## src/rtl/nec_stack_sequencer_pkg.sv

```systemverilog
// nec_stack_sequencer_pkg
// Shared types and constants for the stack sequencer slice.
//   stack_seq_state_e : sequencer FSM states
//   STACK_SP_BIT      : bit index of the SP item within the STACK_* masks
//   STACK_*           : one-hot item masks, as produced by the pre-decoder
//   clear_bit()       : removes one item from a mask
package nec_stack_sequencer_pkg;

    typedef enum logic [1:0] {
        SSQ_IDLE,
        SSQ_PUSH,
        SSQ_POP,
        SSQ_FIN
    } stack_seq_state_e;

    localparam int STACK_SP_BIT = 4;

    // Item layout. The ascending index order is also the push order, so
    // AW goes first, and the interrupt frame goes PSW, PS, then PC.
    localparam logic [15:0] STACK_AW    = 16'h0001;
    localparam logic [15:0] STACK_CW    = 16'h0002;
    localparam logic [15:0] STACK_DW    = 16'h0004;
    localparam logic [15:0] STACK_BW    = 16'h0008;
    localparam logic [15:0] STACK_SP    = 16'h0010;
    localparam logic [15:0] STACK_BP    = 16'h0020;
    localparam logic [15:0] STACK_IX    = 16'h0040;
    localparam logic [15:0] STACK_IY    = 16'h0080;
    localparam logic [15:0] STACK_DS1   = 16'h0100;
    localparam logic [15:0] STACK_PSW   = 16'h0200;
    localparam logic [15:0] STACK_PS    = 16'h0400;
    localparam logic [15:0] STACK_SS    = 16'h0800;
    localparam logic [15:0] STACK_DS0   = 16'h1000;
    localparam logic [15:0] STACK_PC    = 16'h2000;
    localparam logic [15:0] STACK_MODRM = 16'h4000;
    localparam logic [15:0] STACK_IMM   = 16'h8000;

    function automatic logic [15:0] clear_bit(input logic [15:0] mask, input logic [3:0] idx);
        return mask & ~(16'h0001 << idx);
    endfunction

endpackage

```

## src/rtl/nec_stack_sequencer_if.sv

```systemverilog
// nec_stack_sequencer_if
// Word-wide stack memory bus between the stack sequencer and the BIU.
//   mem_req   : request, held until acknowledged
//   mem_wr    : 1 = write (push), 0 = read (pop)
//   mem_addr  : physical word address
//   mem_wdata : write data
//   mem_ack   : one-cycle completion strobe
//   mem_rdata : read data, valid with mem_ack
// Modports: master (sequencer side), slave (BIU side).
interface nec_stack_sequencer_if #(
    parameter int ADDR_W = 20
);
    logic              mem_req;
    logic              mem_wr;
    logic [ADDR_W-1:0] mem_addr;
    logic [15:0]       mem_wdata;
    logic              mem_ack;
    logic [15:0]       mem_rdata;

    modport master (
        output mem_req,
        output mem_wr,
        output mem_addr,
        output mem_wdata,
        input  mem_ack,
        input  mem_rdata
    );

    modport slave (
        input  mem_req,
        input  mem_wr,
        input  mem_addr,
        input  mem_wdata,
        output mem_ack,
        output mem_rdata
    );
endinterface

```

## src/rtl/nec_stack_sequencer_mask_pick.sv

```systemverilog
// nec_mask_pick
// Combinational find-first-set over a 16-bit item mask.
//   LSB_FIRST = 1 : index of the lowest set bit
//   LSB_FIRST = 0 : index of the highest set bit
// Ports:
//   mask  in  16  item mask
//   index out 4   selected bit index (0 when mask is empty)
//   any   out 1   mask has at least one bit set
module nec_mask_pick #(
    parameter bit LSB_FIRST = 1'b1
) (
    input  logic [15:0] mask,
    output logic [3:0]  index,
    output logic        any
);

    // The scan runs towards the preferred end so the last hit wins.
    always_comb begin
        index = 4'd0;
        any   = |mask;
        if (LSB_FIRST) begin
            for (int i = 15; i >= 0; i--) begin
                if (mask[i]) index = 4'(i);
            end
        end else begin
            for (int i = 0; i < 16; i++) begin
                if (mask[i]) index = 4'(i);
            end
        end
    end

endmodule

```

## src/rtl/nec_stack_sequencer.sv

```systemverilog
// nec_stack_sequencer
// Expands a push/pop mask pair into an ordered series of word-wide stack
// transactions at SS:SP, tracks SP, and returns popped words to the
// register file. Pushes run in ascending bit order, pops in descending
// order, and all pushes finish before the first pop.
// Ports:
//   clk, reset        core clock, asynchronous active-high reset
//   start             one-cycle request, ignored while a sequence runs
//   push_mask/pop_mask items to push/pop, sampled with start
//   sp_in, ss_in      SP and SS at start
//   busy              sequence in progress
//   done, sp_we       one-cycle pulse after the last transaction; commit sp_out
//   reg_rd_sel        register-file read select for the current push item
//   reg_rd_data       register-file read data (combinational)
//   bus               stack memory bus (master side)
//   wb_valid/sel/data popped word returned to the register file
//   sp_out            working SP
module nec_stack_sequencer
    import nec_stack_sequencer_pkg::*;
#(
    parameter int ADDR_W = 20
) (
    input  logic                  clk,
    input  logic                  reset,
    input  logic                  start,
    input  logic [15:0]           push_mask,
    input  logic [15:0]           pop_mask,
    input  logic [15:0]           sp_in,
    input  logic [15:0]           ss_in,
    output logic                  busy,
    output logic                  done,
    output logic [3:0]            reg_rd_sel,
    input  logic [15:0]           reg_rd_data,
    nec_stack_sequencer_if.master bus,
    output logic                  wb_valid,
    output logic [3:0]            wb_sel,
    output logic [15:0]           wb_data,
    output logic [15:0]           sp_out,
    output logic                  sp_we
);

    localparam logic [3:0] SP_IDX = 4'(STACK_SP_BIT);
    // Wide enough for {SS,4'b0}+SP; truncation to ADDR_W gives the wrap.
    localparam int SUM_W = (ADDR_W > 20) ? ADDR_W : 20;

    stack_seq_state_e state_q, state_d;
    logic [15:0] push_rem_q, push_rem_d;
    logic [15:0] pop_rem_q, pop_rem_d;
    logic [15:0] sp_q, sp_d;
    logic [15:0] sp_start_q, sp_start_d;
    logic [15:0] ss_q, ss_d;
    logic        mem_req_q, mem_req_d;
    logic        wb_valid_q, wb_valid_d;
    logic [3:0]  wb_sel_q, wb_sel_d;
    logic [15:0] wb_data_q, wb_data_d;

    logic [3:0]  push_idx, pop_idx;
    logic        push_any, pop_any;
    logic        ack;
    logic [15:0] eff_sp;
    logic [SUM_W-1:0] phys_sum;

    nec_mask_pick #(.LSB_FIRST(1'b1)) u_push_pick (
        .mask  (push_rem_q),
        .index (push_idx),
        .any   (push_any)
    );

    nec_mask_pick #(.LSB_FIRST(1'b0)) u_pop_pick (
        .mask  (pop_rem_q),
        .index (pop_idx),
        .any   (pop_any)
    );

    // An ack only counts against a request we are actually presenting.
    assign ack = bus.mem_ack && mem_req_q;

    // State and datapath registers.
    always_ff @(posedge clk or posedge reset) begin
        if (reset) begin
            state_q    <= SSQ_IDLE;
            push_rem_q <= '0;
            pop_rem_q  <= '0;
            sp_q       <= '0;
            sp_start_q <= '0;
            ss_q       <= '0;
            mem_req_q  <= 1'b0;
            wb_valid_q <= 1'b0;
            wb_sel_q   <= '0;
            wb_data_q  <= '0;
        end else begin
            state_q    <= state_d;
            push_rem_q <= push_rem_d;
            pop_rem_q  <= pop_rem_d;
            sp_q       <= sp_d;
            sp_start_q <= sp_start_d;
            ss_q       <= ss_d;
            mem_req_q  <= mem_req_d;
            wb_valid_q <= wb_valid_d;
            wb_sel_q   <= wb_sel_d;
            wb_data_q  <= wb_data_d;
        end
    end

    // Next-state logic: on each ack retire the current item and move SP;
    // the phase ends when its remaining mask becomes empty.
    always_comb begin
        state_d    = state_q;
        push_rem_d = push_rem_q;
        pop_rem_d  = pop_rem_q;
        sp_d       = sp_q;
        sp_start_d = sp_start_q;
        ss_d       = ss_q;
        wb_valid_d = 1'b0;
        wb_sel_d   = wb_sel_q;
        wb_data_d  = wb_data_q;

        case (state_q)
            SSQ_IDLE: begin
                if (start) begin
                    push_rem_d = push_mask;
                    pop_rem_d  = pop_mask;
                    sp_d       = sp_in;
                    sp_start_d = sp_in;
                    ss_d       = ss_in;
                    if (|push_mask)     state_d = SSQ_PUSH;
                    else if (|pop_mask) state_d = SSQ_POP;
                    else                state_d = SSQ_FIN;
                end
            end
            SSQ_PUSH: begin
                if (!push_any) begin
                    state_d = pop_any ? SSQ_POP : SSQ_FIN;
                end else if (ack) begin
                    push_rem_d = clear_bit(push_rem_q, push_idx);
                    sp_d       = sp_q - 16'd2;
                    if (push_rem_d == 16'h0000) state_d = pop_any ? SSQ_POP : SSQ_FIN;
                end
            end
            SSQ_POP: begin
                if (!pop_any) begin
                    state_d = SSQ_FIN;
                end else if (ack) begin
                    pop_rem_d  = clear_bit(pop_rem_q, pop_idx);
                    sp_d       = sp_q + 16'd2;
                    // A popped SP slot is discarded; SP itself is committed via sp_we.
                    wb_valid_d = (pop_idx != SP_IDX);
                    wb_sel_d   = pop_idx;
                    wb_data_d  = bus.mem_rdata;
                    if (pop_rem_d == 16'h0000) state_d = SSQ_FIN;
                end
            end
            SSQ_FIN: begin
                state_d = SSQ_IDLE;
            end
            default: begin
                state_d = SSQ_IDLE;
            end
        endcase

        mem_req_d = (state_d == SSQ_PUSH) || (state_d == SSQ_POP);
    end

    // Outputs. The bus fields derive only from registered state, so they
    // stay put for as long as a request waits for its ack.
    always_comb begin
        busy       = (state_q == SSQ_PUSH) || (state_q == SSQ_POP);
        done       = (state_q == SSQ_FIN);
        sp_we      = (state_q == SSQ_FIN);
        sp_out     = sp_q;
        wb_valid   = wb_valid_q;
        wb_sel     = wb_sel_q;
        wb_data    = wb_data_q;

        // Push writes below the current SP; pop reads at it.
        eff_sp     = (state_q == SSQ_PUSH) ? (sp_q - 16'd2) : sp_q;
        phys_sum   = SUM_W'({ss_q, 4'b0000}) + SUM_W'(eff_sp);

        bus.mem_req   = mem_req_q;
        bus.mem_wr    = 1'b0;
        bus.mem_addr  = '0;
        bus.mem_wdata = '0;
        reg_rd_sel    = 4'd0;
        if (mem_req_q) begin
            bus.mem_addr = phys_sum[ADDR_W-1:0];
            if (state_q == SSQ_PUSH) begin
                bus.mem_wr    = 1'b1;
                reg_rd_sel    = push_idx;
                // The SP item stores the value SP had before the sequence began.
                bus.mem_wdata = (push_idx == SP_IDX) ? sp_start_q : reg_rd_data;
            end
        end
    end

endmodule

```

## src/flat_wrapper.sv

```systemverilog
// flat-port wrapper written by rule: the top's interface ports become plain ports
module nec_stack_sequencer_flat import nec_stack_sequencer_pkg::*;
#(
    parameter int ADDR_W = 20
)
  (clk, reset, start, push_mask, pop_mask, sp_in, ss_in, busy, done, reg_rd_sel, reg_rd_data, wb_valid, wb_sel, wb_data, sp_out, sp_we, bus_mem_req, bus_mem_wr, bus_mem_addr, bus_mem_wdata, bus_mem_ack, bus_mem_rdata);
  nec_stack_sequencer_if #(.ADDR_W(ADDR_W)) bus_i ();
  input  logic clk;
  input  logic reset;
  input  logic start;
  input  logic [15:0] push_mask;
  input  logic [15:0] pop_mask;
  input  logic [15:0] sp_in;
  input  logic [15:0] ss_in;
  output logic busy;
  output logic done;
  output logic [3:0] reg_rd_sel;
  input  logic [15:0] reg_rd_data;
  output logic wb_valid;
  output logic [3:0] wb_sel;
  output logic [15:0] wb_data;
  output logic [15:0] sp_out;
  output logic sp_we;
  output wire logic [$bits(bus_i.mem_req)-1:0] bus_mem_req;
  output wire logic [$bits(bus_i.mem_wr)-1:0] bus_mem_wr;
  output wire logic [$bits(bus_i.mem_addr)-1:0] bus_mem_addr;
  output wire logic [$bits(bus_i.mem_wdata)-1:0] bus_mem_wdata;
  input wire logic [$bits(bus_i.mem_ack)-1:0] bus_mem_ack;
  input wire logic [$bits(bus_i.mem_rdata)-1:0] bus_mem_rdata;
  assign bus_mem_req = bus_i.mem_req;
  assign bus_mem_wr = bus_i.mem_wr;
  assign bus_mem_addr = bus_i.mem_addr;
  assign bus_mem_wdata = bus_i.mem_wdata;
  assign bus_i.mem_ack = bus_mem_ack;
  assign bus_i.mem_rdata = bus_mem_rdata;
  nec_stack_sequencer #(.ADDR_W(ADDR_W)) u_core (.clk(clk), .reset(reset), .start(start), .push_mask(push_mask), .pop_mask(pop_mask), .sp_in(sp_in), .ss_in(ss_in), .busy(busy), .done(done), .reg_rd_sel(reg_rd_sel), .reg_rd_data(reg_rd_data), .bus(bus_i), .wb_valid(wb_valid), .wb_sel(wb_sel), .wb_data(wb_data), .sp_out(sp_out), .sp_we(sp_we));
endmodule
```

## config.mk

```make
export PLATFORM = sky130hd
export DESIGN_NAME = nec_stack_sequencer_flat
export DESIGN_NICKNAME = d
export VERILOG_FILES = /design/src/rtl/nec_stack_sequencer_pkg.sv /design/src/rtl/nec_stack_sequencer_if.sv /design/src/rtl/nec_stack_sequencer_mask_pick.sv /design/src/rtl/nec_stack_sequencer.sv /design/src/flat_wrapper.sv
export SDC_FILE = /design/constraint.sdc
export NUM_CORES = 1
export LEC_CHECK = 0
export ABC_CLOCK_PERIOD_IN_PS = 13700
export CAP_MARGIN = 20
export CORE_MARGIN = 3
export CORE_UTILIZATION = 45
export DETAILED_ROUTE_END_ITERATION = 10
export PLACE_DENSITY = 0.79
export REMOVE_ABC_BUFFERS = 1
export SYNTH_ARGS = -nofsm -noshare
export SYNTH_HDL_FRONTEND = slang
export SYNTH_SLANG_ARGS = --single-unit
export TNS_END_PERCENT = 30
```

## constraint.sdc

```tcl
create_clock -name clk -period 13.7 [get_ports clk]
set_input_delay 2.055 -clock clk [delete_from_list [all_inputs] [get_ports clk]]
set_output_delay 2.055 -clock clk [all_outputs]
set_load 0.01 [all_outputs]
```

==> impl_results.md, run 1 <==
* Power, Total at 2.37 mW
* Crit start category: register
* Clock Tree Buf Depth at 2
* Worst path slowest cell: clkdlybuf4s50_1
* First-pass GRT wire length at 34500 µm
* CP delay by family, top: compound AO/OA/AOI/OAI gates
* Post-CTS Setup Inserts at 0
* Post-synth cell types at 73
* Outcome: finished, final reports clean
* Ant diodes at 0
* Clock transition at the registers of the reported paths at 80 ps
* Critical path, cell by cell: inv_1 -> ha_1 -> buf_4 -> nand2_1 -> nor3_1 -> xor2_1 -> inv_1 -> fa_1 -> nor2b_1 -> o21ai_0 -> a21boi_0 -> o21ai_0 -> a21boi_0 -> o2111a_1 -> nor3_1 -> or4_1 -> a21oi_1 -> clkdlybuf4s50_1
* Final wirelength at 21000 µm
* Setup CP Type: register to output port
* RR Endpoint: u_core.bus.mem_req
* Vias per Instance at 5.85
* Sum of negative setup slack at 0 ps
* Crit Reg-Reg Startpoint: u_core.pop_rem_q[6]
* Final min period at 7280 ps
* Data required, critical path at 11640 ps
* Cts bufs inserted at 9
* R2r worst-path depth at 9
* DRT Pass-1 Iters at 5
* Slew Limit Fails at 0
* Fin crit share at 53.2%
* Dominant synthesized flop cell: dfrtp_1
* Antenna-violating nets left at 0
* Top-area cell type share of the netlist area at 36.8%
* Fin nets at 1109
* Die height at 131 µm
* Synthesized cell area at 7070 µm²
* Drt wl/cell at 17.5 µm
* Crit path buf inv count at 4
* Ys async rst share at 100%
* Post-synth EDFFs at 0
* Ys Warns at 0
* Vias in the first global route at 6751
* Chip width at 131 µm
* Synth-to-layout area growth at 31.8%
* GPL Wtd Cong at 0.966
* Vias at 7045
* IO Port Bufs at 181
* CTS sink cnt at 104
* Layout cells sized above 1 at 9.05%
* Initial antenna violation count at 0
* Sequential element share of the synthesized area at 36.8%
* Avg Inst Size Synth at 8.46 µm²
* MaxCap Viol Count at 0
* CP Capture Type: output port
* Dpl hpwl at 15400 µm
* Total die area at 17300 µm²
* Core area at 15300 µm²
* Leading cell type in the layout, fill and taps excluded: clkdlybuf4s50_1
* Clk Latency, worst-skew pair at 360 ps
* Mapped Cells at 836
* Crit Path Max Fanout at 48
* Worst Tran Pin Value at 1030 ps
* Pwr/cell area at 254 nW/µm²
* Worst Hold Class: register to register
* Commonest cells after routing, fill and taps aside: clkdlybuf4s50_1, nand2_1, dfrtp_1, o21ai_0, nor2_1
* Hold path start: u_core.sp_start_q[9]
* Row count at 45
* Hold Fails Final Rpt at 0
* Arrival @ worst endpoint at 5230 ps
* Max incr delay on CP at 560 ps
* VDD IR-drop max at 0.107 mV
* # fillers at 1371
* Lkg Pwr at 3.76 nW
* Register bit count reported by yosys at 104
* Initial Utilization at 46.2%
* Hold EP: u_core.sp_start_q[9]
* Worst reg-to-reg setup slack at 10130 ps
* Clock tree from TritonCTS: done
* RSZ-0062 raised after global routing: no
* Ranking of synthesized cells by area: dfrtp_1, mux2_2, nand2_1, o21ai_0, nor2_1
* Max-Slew Margin vs Limit at 31.0%
* Root Driver: clkbuf_16
* CTS H-Tree Depth at 3
* DRT iter0 DRCs at 560
* Setup-failing EPs final at 0
* Post-CTS Resized at 0
* Hold path depth at 1
* Residual DRC at 0
* CP Launch Point: u_core.state_q[1]
* Fmax at 137 MHz
* Largest net degree at the start of global routing at 67
* Post-CTS Hold Fix Bufs at 0
* Clk_skew at 9.19 ps
* Total grt overflow at 0
* Synth area leader: dfrtp_1
* I/O pins at 182
* Total track usage at 23.9%
-- synthesized netlist by cell type, drive strengths merged, types with 3 or more instances --
cell type / instances
nand2: 130
dfrtp: 104
o21ai: 70
nor2: 65
a21oi: 48
mux2: 48
clkbuf: 37
inv: 29
nor3: 26
nand3: 24
a22o: 23
ha: 19
nor4: 17
a31oi: 14
buf: 11
nand2b: 11
xor2: 11
a21o: 10
or3: 9
xnor2: 9
a221oi: 8
nor2b: 7
a211oi: 6
a2bb2oi: 6
and3: 6
mux2i: 6
o31ai: 6
nand4: 5
or2: 5
a2111oi: 4
a221o: 4
a21boi: 3
and2: 3
clkinv: 3
nand3b: 3
nor3b: 3
o22ai: 3
o311ai: 3
o31a: 3
o32ai: 3
or4: 3
-- worst max-delay path by stage --
stage,depth (start not counted),end
global placement,18,bus_mem_addr[18]
detailed placement,18,bus_mem_addr[18]
CTS,18,bus_mem_addr[18]
finish,18,bus_mem_addr[18]
floorplan,17,bus_mem_addr[18]
global route,18,bus_mem_addr[18]
-- logic make-up after synthesis --
group | synth area share, %
DFF | 36.8
xor gates and xnor gates | 2.48
adders and majority gates | 3.79
and+or+nand+nor | 21.0
buffers and inverters | 4.46
AOI/OAI and AO/OA | 22.9
muxes | 8.49
-- where the power goes --
| group | switching (mW) | internal (mW) |
|---|---|---|
| combinational | 0.777 | 0.680 |
| sequential | 0.190 | 0.463 |
| clock | 0.131 | 0.127 |
-- cell type report --
class / instances / area [µm²] / share of cell area [%]
inverters: 32 / 123 / 1.32
flip-flops and latches: 104 / 2600 / 27.9
repair buffers: 190 / 1880 / 20.2
clock inverters: 7 / 61.3 / 0.658
clock buffers: 9 / 225 / 2.42
well taps: 211 / 264 / 2.83
multi-input cells: 652 / 4160 / 44.7
-- layer usage --
metal | GRT usage, % | vias up | share of wire (%)
met1 | 33.1 | 3328 | 45
met5 | 0 | - | 0
met3 | 5.78 | 35 | 8.1
met2 | 37.9 | 318 | 45
li1 | - | 3364 | -
met4 | 5.95 | 0 | 2.1
-- state kept, by name (all words and copies together), names as in the netlist --
register and count:
u_core.pop_rem_q 16, u_core.push_rem_q 16, u_core.sp_out 16, u_core.sp_start_q 16, u_core.ss_q 16, u_core.wb_data 16, u_core.wb_sel 4, u_core.state_q 2
u_core.bus.mem_req 1, u_core.wb_valid 1
-- worst reg2reg max path, cell delays in order (launching register included) --
cell	delay, ps
dfrtp_1	450
nor2_1	180
o31ai_1	110
a2111oi_0	720
o21ai_0	530
o21ai_0	280
o2111ai_1	150
a2111oi_0	650
or4_4	270
xor2_1	150
-- metrics by stage --
stage	setup slack, ps	util [%]	hold slack [ps]	instance area [µm²]	cells
floorplan	6990	-	479	6880	788
global placement	7020	58.9	489	9020	1188
detailed placement	6850	58.9	493	9020	1188
CTS	6430	60.8	510	9310	1204
global route	5910	60.9	517	9320	1205
finish	6420	60.9	508	9320	1205
Power figures use the tool's default switching activity.
==> run 2: changes to the inputs <==
Settings changed: ABC_CLOCK_PERIOD_IN_PS 13700 to 6050, PLACE_DENSITY 0.79 to 0.81.
Clock period 13.7 ns to 6.05 ns, I/O delays scaled along.
==> run 2 against run 1 <==
Global-route usage up 0.63 points. Wire length up 1.3%. Largest power group unchanged. Die area unchanged. Clock skew down 2.1 ps. Cell area up 0.35%. Highest routed layer unchanged. Sequential share of layout area down 0.097 points.
==> impl_results.md, run 2 (synthesis gave the netlist of run 1 again) <==
* Outcome: finished, final reports clean
* Initial antenna violation count at 0
* Layout cells sized above 1 at 9.53%
* VDD IR-drop max at 0.271 mV
* Clk_skew at 7.07 ps
* Dpl hpwl at 15700 µm
* Die height at 131 µm
* Sum of negative setup slack at 0 ps
* Lkg Pwr at 3.77 nW
* Clock Tree Buf Depth at 2
* Synth-to-layout area growth at 32.3%
* Crit path buf inv count at 3
* Root Driver: clkbuf_16
* Worst Hold Class: register to register
* Clock transition at the registers of the reported paths at 80 ps
* Max-Slew Margin vs Limit at 33.5%
* Pwr/cell area at 576 nW/µm²
* Logic pwr share at 61.5%
* RSZ-0062 raised after global routing: no
* Ant diodes at 0
* Arrival @ worst endpoint at 4760 ps
* Fmax at 176 MHz
* Vias at 6965
* Leading cell type in the layout, fill and taps excluded: clkdlybuf4s50_1
* Fin nets at 1112
* R2r worst-path depth at 9
* Crit start category: register
* Data required, critical path at 5140 ps
* Initial Utilization at 46.2%
* Total grt overflow at 0
* Worst reg-to-reg setup slack at 2540 ps
* Total die area at 17300 µm²
* Setup-failing EPs final at 0
* Crit Path Max Fanout at 8
* Final min period at 5670 ps
* Max incr delay on CP at 570 ps
* DRT Pass-1 Iters at 5
* Post-CTS Setup Inserts at 0
* CP Capture Type: output port
* Non-filler cells, final at 1208
* Internal Pwr Total at 2.89 mW
* I/O pins at 182
* Residual DRC at 0
* Worst Tran Pin Value at 992 ps
* CP delay by family, top: compound AO/OA/AOI/OAI gates
* # fillers at 1409
* Hold Fails Final Rpt at 0
* Hold path depth at 1
* First-pass GRT wire length at 35100 µm
* Hold path start: u_core.wb_data[3]
* Cts bufs inserted at 9
* CTS H-Tree Depth at 3
* Clock tree from TritonCTS: done
* Post-CTS Hold Fix Bufs at 0
* Sw Pwr at 2.50 mW
* Clk network pwr share at 10.9%
* Final wirelength at 21300 µm
* Commonest cells after routing, fill and taps aside: clkdlybuf4s50_1, nand2_1, dfrtp_1, o21ai_0, nor2_1
* Worst path slowest cell: clkdlybuf4s50_1
* Vias in the first global route at 6982
* Drt wl/cell at 17.6 µm
* Clk Latency, worst-skew pair at 360 ps
* Crit Reg-Reg Startpoint: u_core.pop_rem_q[6]
* GPL Wtd Cong at 0.954
* DRT iter0 DRCs at 458
* Total track usage at 24.5%
* MaxCap Viol Count at 0
* Largest net degree at the start of global routing at 60
* IO Port Bufs at 181
* Power share of the sequential group at 27.6%
* CTS sink cnt at 104
* Slew Limit Fails at 0
* Setup CP Type: register to output port
* Fin crit share at 93.7%
* Hold EP: u_core.wb_data[3]
* Net Sw Frac at 46.4%
* Row count at 45
* RR Endpoint: u_core.bus.mem_req
* Cells after DPL at 1190
* Critical path, cell by cell: inv_1 -> ha_1 -> nand2_1 -> nor3_2 -> xor2_1 -> inv_1 -> fa_1 -> nor2b_1 -> o21ai_0 -> a21boi_0 -> o21ai_0 -> a21boi_1 -> o2111a_1 -> nor3_1 -> or4_1 -> a21oi_1 -> clkdlybuf4s50_1
* Vias per Instance at 5.77
* Core area at 15300 µm²
* Antenna-violating nets left at 0
* Chip width at 131 µm
==> run 2: cell count changes in the layout (fill, tap and decap cells not counted) <==
cell and delta:
a21boi_0 -1, inv_8 -1, nor4_1 -1, clkinvlp_4 -1, clkinv_4 +3, a21boi_1 +1, buf_4 +4, buf_6 -1
clkinv_2 -1, nor3_1 -1, nor4_2 +1, nor3_2 +1
==> run 2: power groups by stage <==
stage	Combinational, mW	Clock, mW	Sequential, mW
after floorplan	2.08	0	1.42
after global placement	3.23	0	1.47
after detailed placement	3.28	0	1.48
after CTS	3.30	0.602	1.47
after global routing	3.67	0.621	1.55
final	3.31	0.585	1.49
==> run 2: stage by stage <==
| step | setup slack, ps | utilization (%) | power (mW) | cell area (µm²) | hold slack, ps |
|---|---|---|---|---|---|
| finish | 379 | 61.1 | 5.39 | 9360 | 514 |
| floorplan | 486 | - | 3.50 | 6880 | 479 |
| CTS | 190 | 60.9 | 5.37 | 9330 | 518 |
| detailed placement | 611 | 59.0 | 4.76 | 9040 | 493 |
| global route | 13.9 | 61.1 | 5.84 | 9360 | 531 |
| global placement | 772 | 59.0 | 4.70 | 9040 | 487 |
==> run 2: worst max-delay path by stage <==
stage                      startpoint          endpoint  slack [ps]  depth (start not counted)
floorplan           u_core.state_q[1]  bus_mem_addr[18]         490                         17
global placement     u_core.sp_out[1]  bus_mem_addr[18]         770                         17
detailed placement   u_core.sp_out[1]  bus_mem_addr[18]         610                         17
CTS                  u_core.sp_out[1]  bus_mem_addr[18]         190                         17
global route         u_core.sp_out[1]  bus_mem_addr[18]          10                         17
finish               u_core.sp_out[1]  bus_mem_addr[18]         380                         17
==> run 2: layout make-up <==
cell class,count,area (µm²),share of cell area (%)
flip-flops and latches,104,2600,27.8
well taps,211,264,2.82
multi-input cells,652,4180,44.6
inverters,32,123,1.31
repair buffers,193,1900,20.3
clock buffers,9,225,2.41
clock inverters,7,63.8,0.682
==> run 2: per-layer routing <==
metal	wire, µm	vias to the layer above	global-route usage, %
li1	-	3358	-
met1	9440	3281	32.4
met2	9900	296	40.8
met3	1580	30	5.51
met4	400	0	6.53
met5	0	-	0
==> run 2: worst reg2reg max path: stages, from the launching register on <==
cell	delay, ps
dfrtp_1	440
nor2_1	170
o31ai_1	120
a2111oi_0	730
o21ai_0	530
o21ai_0	300
o2111ai_1	140
a2111oi_0	610
or4_4	260
xor2_1	140
==> run 2: repair_timing <==
action                                  in CTS  in global routing
gates resized for setup                      0                  3
endpoints found under the setup margin       0                  1
endpoints found under the hold margin        0                  0
